`config.mk`:
```
export PLATFORM = sky130hd
export DESIGN_NAME = fifo_rd_ctrl
export DESIGN_NICKNAME = d
export VERILOG_FILES = /design/src/rtl/fifo_pkg.sv /design/src/rtl/fifo_rd_ctrl_ptr_sync.sv /design/src/rtl/fifo_rd_ctrl.sv
export SDC_FILE = /design/constraint.sdc
export NUM_CORES = 1
export LEC_CHECK = 0
export ABC_CLOCK_PERIOD_IN_PS = 2820
export BUFFER_PORTS_ARGS = -buffer_cell sky130_fd_sc_hd__buf_4
export CAP_MARGIN = 30
export CORE_MARGIN = 10
export CORE_UTILIZATION = 35
export DETAILED_ROUTE_END_ITERATION = 10
export GPL_ROUTABILITY_DRIVEN = 0
export PLACE_DENSITY_LB_ADDON = 0.3
export SYNTH_ARGS = -nofsm -noshare
export SYNTH_HDL_FRONTEND = slang
export SYNTH_SLANG_ARGS = --single-unit
```
`constraint.sdc`:
```
create_clock -name clk_B -period 2.82 [get_ports clk_B]
set_clock_uncertainty 0.05 [all_clocks]
set_input_delay 0.141 -clock clk_B [delete_from_list [all_inputs] [get_ports clk_B]]
set_output_delay 0.141 -clock clk_B [all_outputs]
set_load 0.1 [all_outputs]
```
`src/rtl/fifo_pkg.sv`:
```
// Shared async-FIFO definitions: default widths and pointer helpers
// used by both the write-side and read-side control logic.
package fifo_pkg;

  localparam int DATA_WIDTH_DEF = 8;
  localparam int ADDR_WIDTH_DEF = 3;
  localparam int PTR_MAX_W      = 16;

  typedef logic [PTR_MAX_W-1:0] ptr_max_t;

  // Output buffer action for one clock edge
  typedef enum logic [1:0] {
    BUF_IDLE,
    BUF_POP,
    BUF_PUSH,
    BUF_SWAP
  } buf_op_t;

  // Gray to binary; narrower pointers are zero-extended by the caller
  function automatic ptr_max_t gray2bin(input ptr_max_t g);
    ptr_max_t b;
    b[PTR_MAX_W-1] = g[PTR_MAX_W-1];
    for (int i = PTR_MAX_W-2; i >= 0; i--) begin
      b[i] = b[i+1] ^ g[i];
    end
    return b;
  endfunction

endpackage

```
`src/rtl/fifo_rd_ctrl_ptr_sync.sv`:
```
// Two-flop synchronizer for a Gray-coded pointer crossing
// into the local clock domain.
module ptr_sync #(
  parameter int W = 4
) (
  input  logic         clk,
  input  logic         rst,
  input  logic [W-1:0] d,
  output logic [W-1:0] q
);

  logic [W-1:0] s1;

  // Two-stage resynchronization of the incoming pointer
  always_ff @(posedge clk or posedge rst) begin
    if (rst) begin
      s1 <= '0;
      q  <= '0;
    end else begin
      s1 <= d;
      q  <= s1;
    end
  end

endmodule

```
`src/rtl/fifo_rd_ctrl.sv`:
```
// Async FIFO read-side control: synchronized empty/level, read
// issue with credit, and a 2-entry skid buffer onto a ready/valid stream.
module fifo_rd_ctrl
  import fifo_pkg::*;
#(
  parameter int DATA_WIDTH = DATA_WIDTH_DEF,
  parameter int ADDR_WIDTH = ADDR_WIDTH_DEF
) (
  input  logic                  clk_B,
  input  logic                  rst_B,
  input  logic [ADDR_WIDTH:0]   wr_ptr_gray,
  input  logic [ADDR_WIDTH:0]   rd_ptr,
  input  logic [DATA_WIDTH-1:0] rd_data,
  output logic                  empty,
  output logic                  rd_en,
  output logic [ADDR_WIDTH:0]   rd_level,
  output logic                  m_valid,
  output logic [DATA_WIDTH-1:0] m_data,
  input  logic                  m_ready
);

  localparam int PW = ADDR_WIDTH + 1;

  logic [PW-1:0]         s2;
  logic [PW-1:0]         wr_bin_sync;
  logic [DATA_WIDTH-1:0] head;
  logic [DATA_WIDTH-1:0] tail;
  logic [1:0]            cnt;
  logic                  inflight;
  logic                  pop;
  logic [2:0]            credit;
  buf_op_t               op;

  ptr_sync #(
    .W(PW)
  ) u_ptr_sync (
    .clk(clk_B),
    .rst(rst_B),
    .d  (wr_ptr_gray),
    .q  (s2)
  );

  assign wr_bin_sync = PW'(gray2bin(PTR_MAX_W'(s2)));

  assign empty    = (wr_bin_sync == rd_ptr);
  assign rd_level = wr_bin_sync - rd_ptr;

  assign m_valid = (cnt != 2'd0);
  assign m_data  = head;
  assign pop     = m_valid & m_ready;

  // Words buffered plus in flight, after this cycle's pop
  assign credit = 3'(cnt) + 3'(inflight) - 3'(pop);
  assign rd_en  = ~empty & (credit < 3'd2);

  // Decode capture/pop into one buffer action
  always_comb begin
    op = BUF_IDLE;
    case ({inflight, pop})
      2'b01:   op = BUF_POP;
      2'b10:   op = BUF_PUSH;
      2'b11:   op = BUF_SWAP;
      default: op = BUF_IDLE;
    endcase
  end

  // Read data arrives one cycle after each issued read
  always_ff @(posedge clk_B or posedge rst_B) begin
    if (rst_B) begin
      inflight <= 1'b0;
    end else begin
      inflight <= rd_en;
    end
  end

  // Two-entry output buffer, head is presented downstream
  always_ff @(posedge clk_B or posedge rst_B) begin
    if (rst_B) begin
      cnt  <= 2'd0;
      head <= '0;
      tail <= '0;
    end else begin
      case (op)
        BUF_PUSH: begin
          if (cnt == 2'd0) head <= rd_data;
          else             tail <= rd_data;
          cnt <= cnt + 2'd1;
        end
        BUF_POP: begin
          head <= tail;
          cnt  <= cnt - 2'd1;
        end
        BUF_SWAP: begin
          if (cnt == 2'd2) begin
            head <= tail;
            tail <= rd_data;
          end else begin
            head <= rd_data;
          end
        end
        default: begin
        end
      endcase
    end
  end

endmodule
```
==> metrics.md, run 1 <==
| Metric | Value |
|---|---|
| Area leader, netlist | dfrtp_1 |
| Worst R2R End | m_data[3] |
| Data arrival, critical path | approximately 2.5 ns |
| Vias in the first global route | 966 |
| CTS tree | done |
| Share of the synthesized area in the top cell type | 0.5212 |
| Worst hold stages | 2 |
| Synth Register Bits | 27 |
| Final Instance Area | 0.001777 mm2 |
| Synth Net Count | 126 |
| Critical path's top delay family | adder cells |
| Most frequent cell after synthesis | dfrtp_1 |
| Die W | 80.86 um |
| Yosys warning total | 0 |
| Rel. slew slack | 0.4802 |
| DR vias | 870 |
| Fmax | ~370 MHz |
| Final setup vio count | 0 |
| Synth Area per Inst | about 13 um2 |
| Setup repair bufs after CTS | 0 |
| Antenna violations before repair | 0 |
| Worst-path cell chain | nor2_4 > nor2b_2 > ha_1 > nand2b_1 > fa_1 > xnor2_1 > nand2_1 > nor2_4 > buf_8 |
| Synth top area cells | dfrtp_1 (52%), mux2_2 (13%), ha_1 (6.8%), a22o_1 (5.4%), xor2_1 (3.4%) |
| Post-synth cell types | 23 |
| Worst reg-to-reg setup slack | around 0.57 ns |
| Cell Area, Synth | between 0.001 and 0.0015 mm2 |
| Worst setup path category | register to primary output |
| Compound-Gate Fraction of Synth Area | 0.1014 |
| Combinational family with the most area after synthesis | multiplexers |
| Die area | 0.006538 mm2 |
| Initial core utilization | 0.3567 |
| Setup ws final | 0.1360 ns |
| Starting DRT DRC Count | 39 |
| Max cap viols | 0 |
| CTS Buffer Depth | 2 |
| Slowest stage cell on the critical path | dfrtp_2 |
| Hold Vio Cnt, Final | 0 |
| Tcrit/Tclk final | 0.9518 |
| Hold Crit Class | primary input to register |
| Startpoint types | register |
| Number of I/O port buffers | 33 |
| Worst reg2reg path depth | 7 |
| GRT Residual Overflow | 0 |
| Num Clock Sinks | 27 |
| Simple-gate share of the synthesized area | 0.04151 |
| Hold Path Origin | rd_data[4] |
| Global Route Usage Sum | 0.08508 |
| CP max stage delay | 0.48 ns |
| Number of synthesized flops with an enable pin | 0 |
| Syn-to-layout area delta | 37.07% |
| Gate count of the mapped netlist | between 90 and 100 |
| Vias/cell | 4.628 |
| Worst-path clk slew | 0.09 ns |
| Fin crit period | about 2.7 ns |
| XOR/XNOR share of the synthesized area | 0.06081 |
| WP data required | approximately 2.6 ns |
| Worst Hold Endpoint | tail[4] |
| Pre-CTS WS | 0.1616 ns |
| Residual DRC | 0 |
| FP Rows | 22 |
| Worst-Margin Slew | 0.7761 ns |
| Sequential share of the synthesized area | 0.5212 |
| Post-Synth Adder-Cell Area | 0.09846 |
| Layout cell share with drive strength beyond 1 | 0.4643 |
| DP HPWL | about 2.0 mm |
| Crit path capture type | primary output |
| Buf+Inv Stages, Crit Path | 1 |
| Main synth FF type | dfrtp_1 |
| DR WL/cell | 13.56 um |
| Cell mode on critical path | nor2_4 |
| Async S/R FF share, synth | 1.000 |
| Io pins | 34 |
| First-pass GRT wire length | 4.464 mm |
| Number of routed nets with antenna violations | 0 |
| Commonest cells post-synth | dfrtp_1 (27), mux2_2 (15), inv_1 (11), a22o_1 (8), ha_1 (7) |
| Area of placed instances | 0.001654 mm2 |
| Die height | approximately 81 um |
| Ant diodes | 0 |
| H-Tree Depth | 1 |
| Wirelength, routed | 2.550 mm |
| R2R Path Start | cnt[0] |
| DRT Pass-1 Iters | 4 |
| Fin nets | 169 |
| Status | finished, final reports clean |
| Worst-path maximum fanout | 7 |
| Multiplexer share of the synthesized area | 0.1390 |
| Largest net degree at the start of global routing | 19 |
| Clock tree root buffer cell | clkbuf_8 |
| Worst-skew pair later-pin latency | 0.26 ns |
| Final Max Slew Viols | 0 |
| RSZ-0062 raised after global routing | yes |
| Core Region | 0.003633 mm2 |
| Inserted Clock Buffers | 3 |
[cell usage in the layout, fill, tap and decap left out, types with 2 or more instances in the layout]
master | Yosys | layout
dlygate4sd3_1 | 0 | 5
mux2_2 | 15 | 15
dfrtp_2 | 0 | 2
a22o_1 | 8 | 8
dfrtp_1 | 27 | 25
ha_1 | 7 | 7
nor2_4 | 1 | 3
inv_1 | 11 | 11
buf_4 | 1 | 32
clkbuf_8 | 0 | 3
xor2_2 | 0 | 4
nand2_1 | 2 | 2
fa_1 | 2 | 2
xnor2_1 | 4 | 4
[per-layer routing]
| metal | vias to the layer above | global-route usage | part of all wire |
|---|---|---|---|
| met3 | 4 | 0.02759 | 0.054 |
| met5 | - | 0 | 0 |
| met2 | 15 | 0.1513 | 0.53 |
| met1 | 439 | 0.09633 | 0.40 |
| li1 | 412 | - | - |
| met4 | 0 | 0.02076 | 0.0098 |
[worst reg2reg max path, cell delays in order, from the launching register on]
cell and delay (ns):
dfrtp_2 0.48, nor2_4 0.08, nor2b_2 0.21, ha_1 0.33, nor2b_1 0.08, a31oi_1 0.59
a22o_1 0.23, mux2_2 0.14
[registers in the layout, indices dropped and copies added (netlist names)]
signal,flops
cnt,2
tail,8
m_data,8
u_ptr_sync.q,4
inflight,1
u_ptr_sync.s1,4
[metrics by stage]
step	hold slack, ns	util	cells	setup TNS [ns]
2_1_floorplan	0.1224	-	98	0
3_5_place_dp	0.1311	0.4552	179	0
6_report	0.05368	0.4890	188	0
5_1_grt	0.05646	0.4890	188	-0.01558
4_1_cts	0.05575	0.4824	188	0
3_3_place_gp	0.2006	0.4477	178	0
[layout make-up]
| class | count | area (um2) |
|---|---|---|
| clock buffers | 4 | 45.04 |
| repair buffers | 39 | 332.8 |
| flip-flops and latches | 27 | 678.2 |
| multi-input cells | 59 | 619.3 |
| fillers | 351 | 1857 |
| inverters | 11 | 41.29 |
| well taps | 48 | 60.06 |
[kinds of logic after synthesis]
family / Yosys count
and+or+nand+nor: 10
buffers and inverters: 12
adders and majority gates: 9
AOI/OAI and AO/OA: 15
muxes: 16
DFF: 27
xor gates and xnor gates: 9
[what timing repair did]
action                                 4_1_cts  5_1_grt
resized for setup                            2        5
setup endpoints to repair                    1        3
endpoints found under the hold margin       13        0
hold buffers                                 5        0
gates cloned                                 0        0
[worst max path at each step]
stage / startpoint / end / cells past startpoint
after detailed placement: cnt[0] / rd_en / 9
after CTS: cnt[1] / rd_en / 9
after global placement: cnt[1] / rd_en / 9
after floorplan: u_ptr_sync.q[3] / rd_level[2] / 7
final: cnt[1] / rd_en / 9
after global routing: cnt[1] / rd_en / 9
Power of run 1 is not shown: default switching activity piles up to over one toggle a cycle in this logic, so the estimate is an artifact.
==> run 2, diff against run 1 <==
ABC_CLOCK_PERIOD_IN_PS = 2650   (was 2820)
clock period = 2.65 ns   (was 2.82 ns; I/O delays follow)
==> run 2 against run 1 <==
  * Design area is 5.9% higher
  * Non-clock buffer count is 6 higher
  * Final cell count is 3.2% higher
  * Via count is 1.8% higher
  * Critical endpoint is now rd_level[3]
==> metrics.md, run 2 (synthesis results as in run 1) <==
| Metric | Value |
|---|---|
| DRT Pass-1 Iters | 4 |
| Hold Vio Cnt, Final | 0 |
| Buf+Inv Stages, Crit Path | 2 |
| Crit path capture type | primary output |
| FP Rows | 22 |
| Worst-path clk slew | 0.09 ns |
| Starting DRT DRC Count | 51 |
| Vias/cell | 4.567 |
| Ant diodes | 0 |
| CP max stage delay | 0.40 ns |
| H-Tree Depth | 1 |
| Status | finished, final reports clean |
| RSZ-0062 raised after global routing | no |
| Met2 WL | 1.464 mm |
| Fin crit period | about 2.5 ns |
| Rel. slew slack | 0.4492 |
| Startpoint types | register |
| Residual DRC | 0 |
| DR vias | 886 |
| Global Route Usage Sum | 0.08637 |
| Filler Cell Count | 335 |
| Finished Core Util | 0.5179 |
| Number of routed nets with antenna violations | 0 |
| Number of I/O port buffers | 33 |
| Core Region | 0.003633 mm2 |
| Die area | 0.006538 mm2 |
| CTS tree | done |
| Io pins | 34 |
| Num Clock Sinks | 27 |
| Metal1 wirelength | 1.067 mm |
| Fin nets | 175 |
| Tcrit/Tclk final | 0.9416 |
| Die height | 80.86 um |
| Commonest non-fill, non-tap cells in the layout | buf_4 (36), dfrtp_1 (27), mux2_2 (15), inv_1 (11), a22o_1 (8) |
| DR top layer | met4 |
| Data arrival, critical path | between 2 and 2.5 ns |
| Clock tree root buffer cell | clkbuf_8 |
| Register area | 675.6 um2 |
| Commonest non-fill, non-tap cell in the layout | buf_4 |
| Max cap viols | 0 |
| Worst-skew pair later-pin latency | 0.27 ns |
| Inserted Clock Buffers | 3 |
| Worst-Margin Slew | 0.8224 ns |
| First-pass GRT wire length | 4.409 mm |
| Worst-path maximum fanout | 3 |
| Layout cell share with drive strength beyond 1 | 0.4932 |
| Worst setup path category | register to primary output |
| Final setup vio count | 0 |
| Vias in the first global route | about 1000 |
| DP HPWL | just over 2 mm |
| Met3 WL | 131 um |
| DR WL/cell | 13.96 um |
| Initial core utilization | 0.3567 |
| Syn-to-layout area delta | 45.17% |
| WP data required | 2.47 ns |
| GRT Residual Overflow | 0 |
| Wirelength, routed | 2.709 mm |
| CTS Buffer Depth | 2 |
| Final TNS setup | 0 ns |
| Slowest stage cell on the critical path | dfrtp_1 |
| Largest net degree at the start of global routing | 19 |
| Worst-path cell chain | xor2_2 > xor2_2 > xnor2_1 > ha_1 > inv_1 > a21o_1 > a21oi_4 > xor2_4 > buf_8 |
| Critical path's top delay family | XOR/XNOR gates |
| Die W | 80.86 um |
| Fmax | 400.8 MHz |
| Cell mode on critical path | xor2_2 |
| Final Max Slew Viols | 0 |
| Hold Crit Class | primary input to register |
| Antenna violations before repair | 0 |
| Area of the multi-input gates | 660.6 um2 |
[run 2: cell count changes in the layout (fill, tap and decap cells not counted), moves of 2 or more]
cell     delta
buf_4       +4
dfrtp_1     +2
dfrtp_2     -2
xor2_2      -2
xor2_4      +2
[run 2: metal layers]
layer,vias up,track usage
li1,424,-
met1,442,0.09289
met2,16,0.1537
met3,4,0.02759
met4,0,0.03460
met5,-,0
[run 2: per-stage QoR]
step,worst slack (ns),hold slack [ns],cells,cell area [um2]
2_1_floorplan,0.04481,0.1139,98,1349
3_3_place_gp,0.1640,0.1920,180,1664
3_5_place_dp,0.07856,0.1275,181,1692
4_1_cts,0.01497,0.03754,191,1828
5_1_grt,0.01307,0.04534,194,1882
6_report,0.1547,0.03887,194,1882
[run 2: worst paths after layout]
check	startpoint	endpoint	slack [ns]	cells past startpoint
hold reg to reg	u_ptr_sync.s1[1]	u_ptr_sync.q[1]	0.31	0
hold / removal	rd_data[4]	tail[4]	0.04	2
setup reg to reg	cnt[0]	m_data[4]	0.54	7
setup / recovery	u_ptr_sync.q[2]	rd_level[3]	0.15	9
min in group asynchronous	rst_B	u_ptr_sync.s1[0]	0.39	3
max in group asynchronous	rst_B	cnt[1]	1.72	4
[run 2: cell type report]
class,count,area share
well taps,48,0.03191
inverters,11,0.02194
multi-input cells,59,0.3511
repair buffers,45,0.2114
flip-flops and latches,27,0.3590
clock inverters,1,0.002660
clock buffers,3,0.02194
[run 2: what timing repair did]
action | in CTS | in global routing
endpoints found under the hold margin | 13 | 0
endpoints found under the setup margin | 4 | 3
buffers inserted | 1 | 3
pin swaps | 1 | 3
gates resized for setup | 7 | 7
hold buffers | 5 | 0
Power of run 2 is left out for the same reason.
==> run 3, diff against run 2 <==
REMOVE_ABC_BUFFERS = 1   (was unset)
==> run 3 against run 2 <==
  * Fmax is 0.78% lower
  * Register-to-register slack about the same
  * Largest cell class unchanged
  * Worst hold slack worse by 0.010 ns
  * Worst setup slack got worse by 0.020 ns
  * Count of clock-buffer cells in the layout is the same
  * First-iteration DRC count is 49% lower
  * Highest routed layer unchanged
  * Wire length increased by 2.3%
==> metrics.md, run 3 (synthesis results as in run 1) <==
| Metric | Value |
|---|---|
| Largest net degree at the start of global routing | 21 |
| Hold Vio Cnt, Final | 0 |
| Residual DRC | 0 |
| Initial core utilization | 0.3567 |
| Rel. slew slack | 0.4904 |
| Syn-to-layout area delta | 40.64% |
| Starting DRT DRC Count | 26 |
| Global Route Usage Sum | 0.09608 |
| WP data required | 2.47 ns |
| CTS Buffer Depth | 2 |
| Die height | 80.86 um |
| Clock tree root buffer cell | clkbuf_8 |
| Final setup vio count | 0 |
| Final Max Slew Viols | 0 |
| FP Rows | 22 |
| DRT Pass-1 Iters | 2 |
| Worst-path maximum fanout | 3 |
| Max cap viols | 0 |
| Final TNS setup | 0 ns |
| CTS tree | done |
| Layout cell share with drive strength beyond 1 | 0.4653 |
| Smallest hold slack | 0.02879 ns |
| Die W | 80.86 um |
| Worst-Margin Slew | 0.7609 ns |
| Worst setup path category | register to primary output |
| Tcrit/Tclk final | 0.9490 |
| Io pins | 34 |
| DR WL/cell | around 14 um |
| Data arrival, critical path | 2.33 ns |
| Core Region | 0.003633 mm2 |
| Crit path capture type | primary output |
| Worst hold stages | 2 |
| Worst reg-to-reg setup slack | 0.54 ns |
| Worst-path clk slew | 0.10 ns |
| Fin nets | 173 |
| Hold Path Origin | rd_data[4] |
| Vias in the first global route | 1077 |
| Worst-skew pair later-pin latency | 0.27 ns |
| Status | finished, final reports clean |
| Ant diodes | 0 |
| Vias/cell | roughly 4.7 |
| Number of routed nets with antenna violations | 0 |
| Setup ws final | 0.1351 ns |
| Worst Hold Endpoint | tail[4] |
| R2R Path Start | cnt[0] |
| Pre-CTS WS | 0.1870 ns |
| Die area | 0.006538 mm2 |
| Fmax | approximately 400 MHz |
| Hold Crit Class | primary input to register |
| Commonest non-fill, non-tap cell in the layout | buf_4 |
| Antenna violations before repair | 0 |
| Fin crit period | 2.515 ns |
| DR vias | 896 |
| Inserted Clock Buffers | 3 |
| Worst R2R End | m_data[4] |
| Wirelength, routed | approximately 2.8 mm |
| First-pass GRT wire length | 4.933 mm |
| GRT Residual Overflow | 0 |
| H-Tree Depth | 1 |
| Startpoint types | register |
| Num Clock Sinks | 27 |
| Number of I/O port buffers | 33 |
| DP HPWL | 2.149 mm |
| Commonest non-fill, non-tap cells in the layout | buf_4 (34), dfrtp_1 (27), mux2_2 (15), inv_1 (11), a22o_1 (8) |
| Worst reg2reg path depth | 7 |
## run 3: how the worst max path moves through the flow
stage | slack (ns) | startpoint | end | cells after the start
6_report | 0.14 | u_ptr_sync.q[2] | rd_level[2] | 8
5_1_grt | -0.02 | u_ptr_sync.q[2] | rd_level[2] | 8
4_1_cts | 0.05 | u_ptr_sync.q[3] | rd_level[2] | 8
3_5_place_dp | 0.19 | cnt[1] | rd_en | 9
3_3_place_gp | 0.29 | cnt[1] | rd_en | 9
2_1_floorplan | -1.41 | u_ptr_sync.q[3] | inflight | 7
## run 3: timing repair
item	in CTS	in global routing
hold endpoints to repair	11	0
setup endpoints to repair	3	4
hold buffers	5	0
resized for setup	8	5
pin swaps	1	3
buffers inserted	1	1
## run 3: through the flow
step / instances / util / instance area (um2)
2_1_floorplan: 97 / - / 1289
3_5_place_dp: 181 / 0.4511 / 1639
3_3_place_gp: 180 / 0.4435 / 1612
5_1_grt: 192 / 0.5017 / 1823
4_1_cts: 191 / 0.4904 / 1782
6_report: 192 / 0.5017 / 1823
## run 3: final cells by class
cell class	instances	area, um2
clock buffers	3	41.29
clock inverters	1	7.507
fillers	347	1810
inverters	11	41.29
multi-input cells	59	621.8
flip-flops and latches	27	675.6
well taps	48	60.06
repair buffers	43	375.4
## run 3: per-layer routing
metal | track usage | routed length (um) | vias up
li1 | - | - | 419
met1 | 0.09658 | 1015 | 453
met2 | 0.1744 | 1485 | 22
met3 | 0.04857 | 249 | 2
met4 | 0.02076 | 18 | 0
met5 | 0 | 0 | -
## run 3: worst max-delay path, stage by stage (launching register included)
cell,delay (ns)
dfrtp_1,0.41
xor2_2,0.24
xor2_2,0.22
xnor2_1,0.15
ha_1,0.17
inv_1,0.06
fa_1,0.41
xor2_2,0.15
buf_6,0.24
Power of run 3 is left out for the same reason.
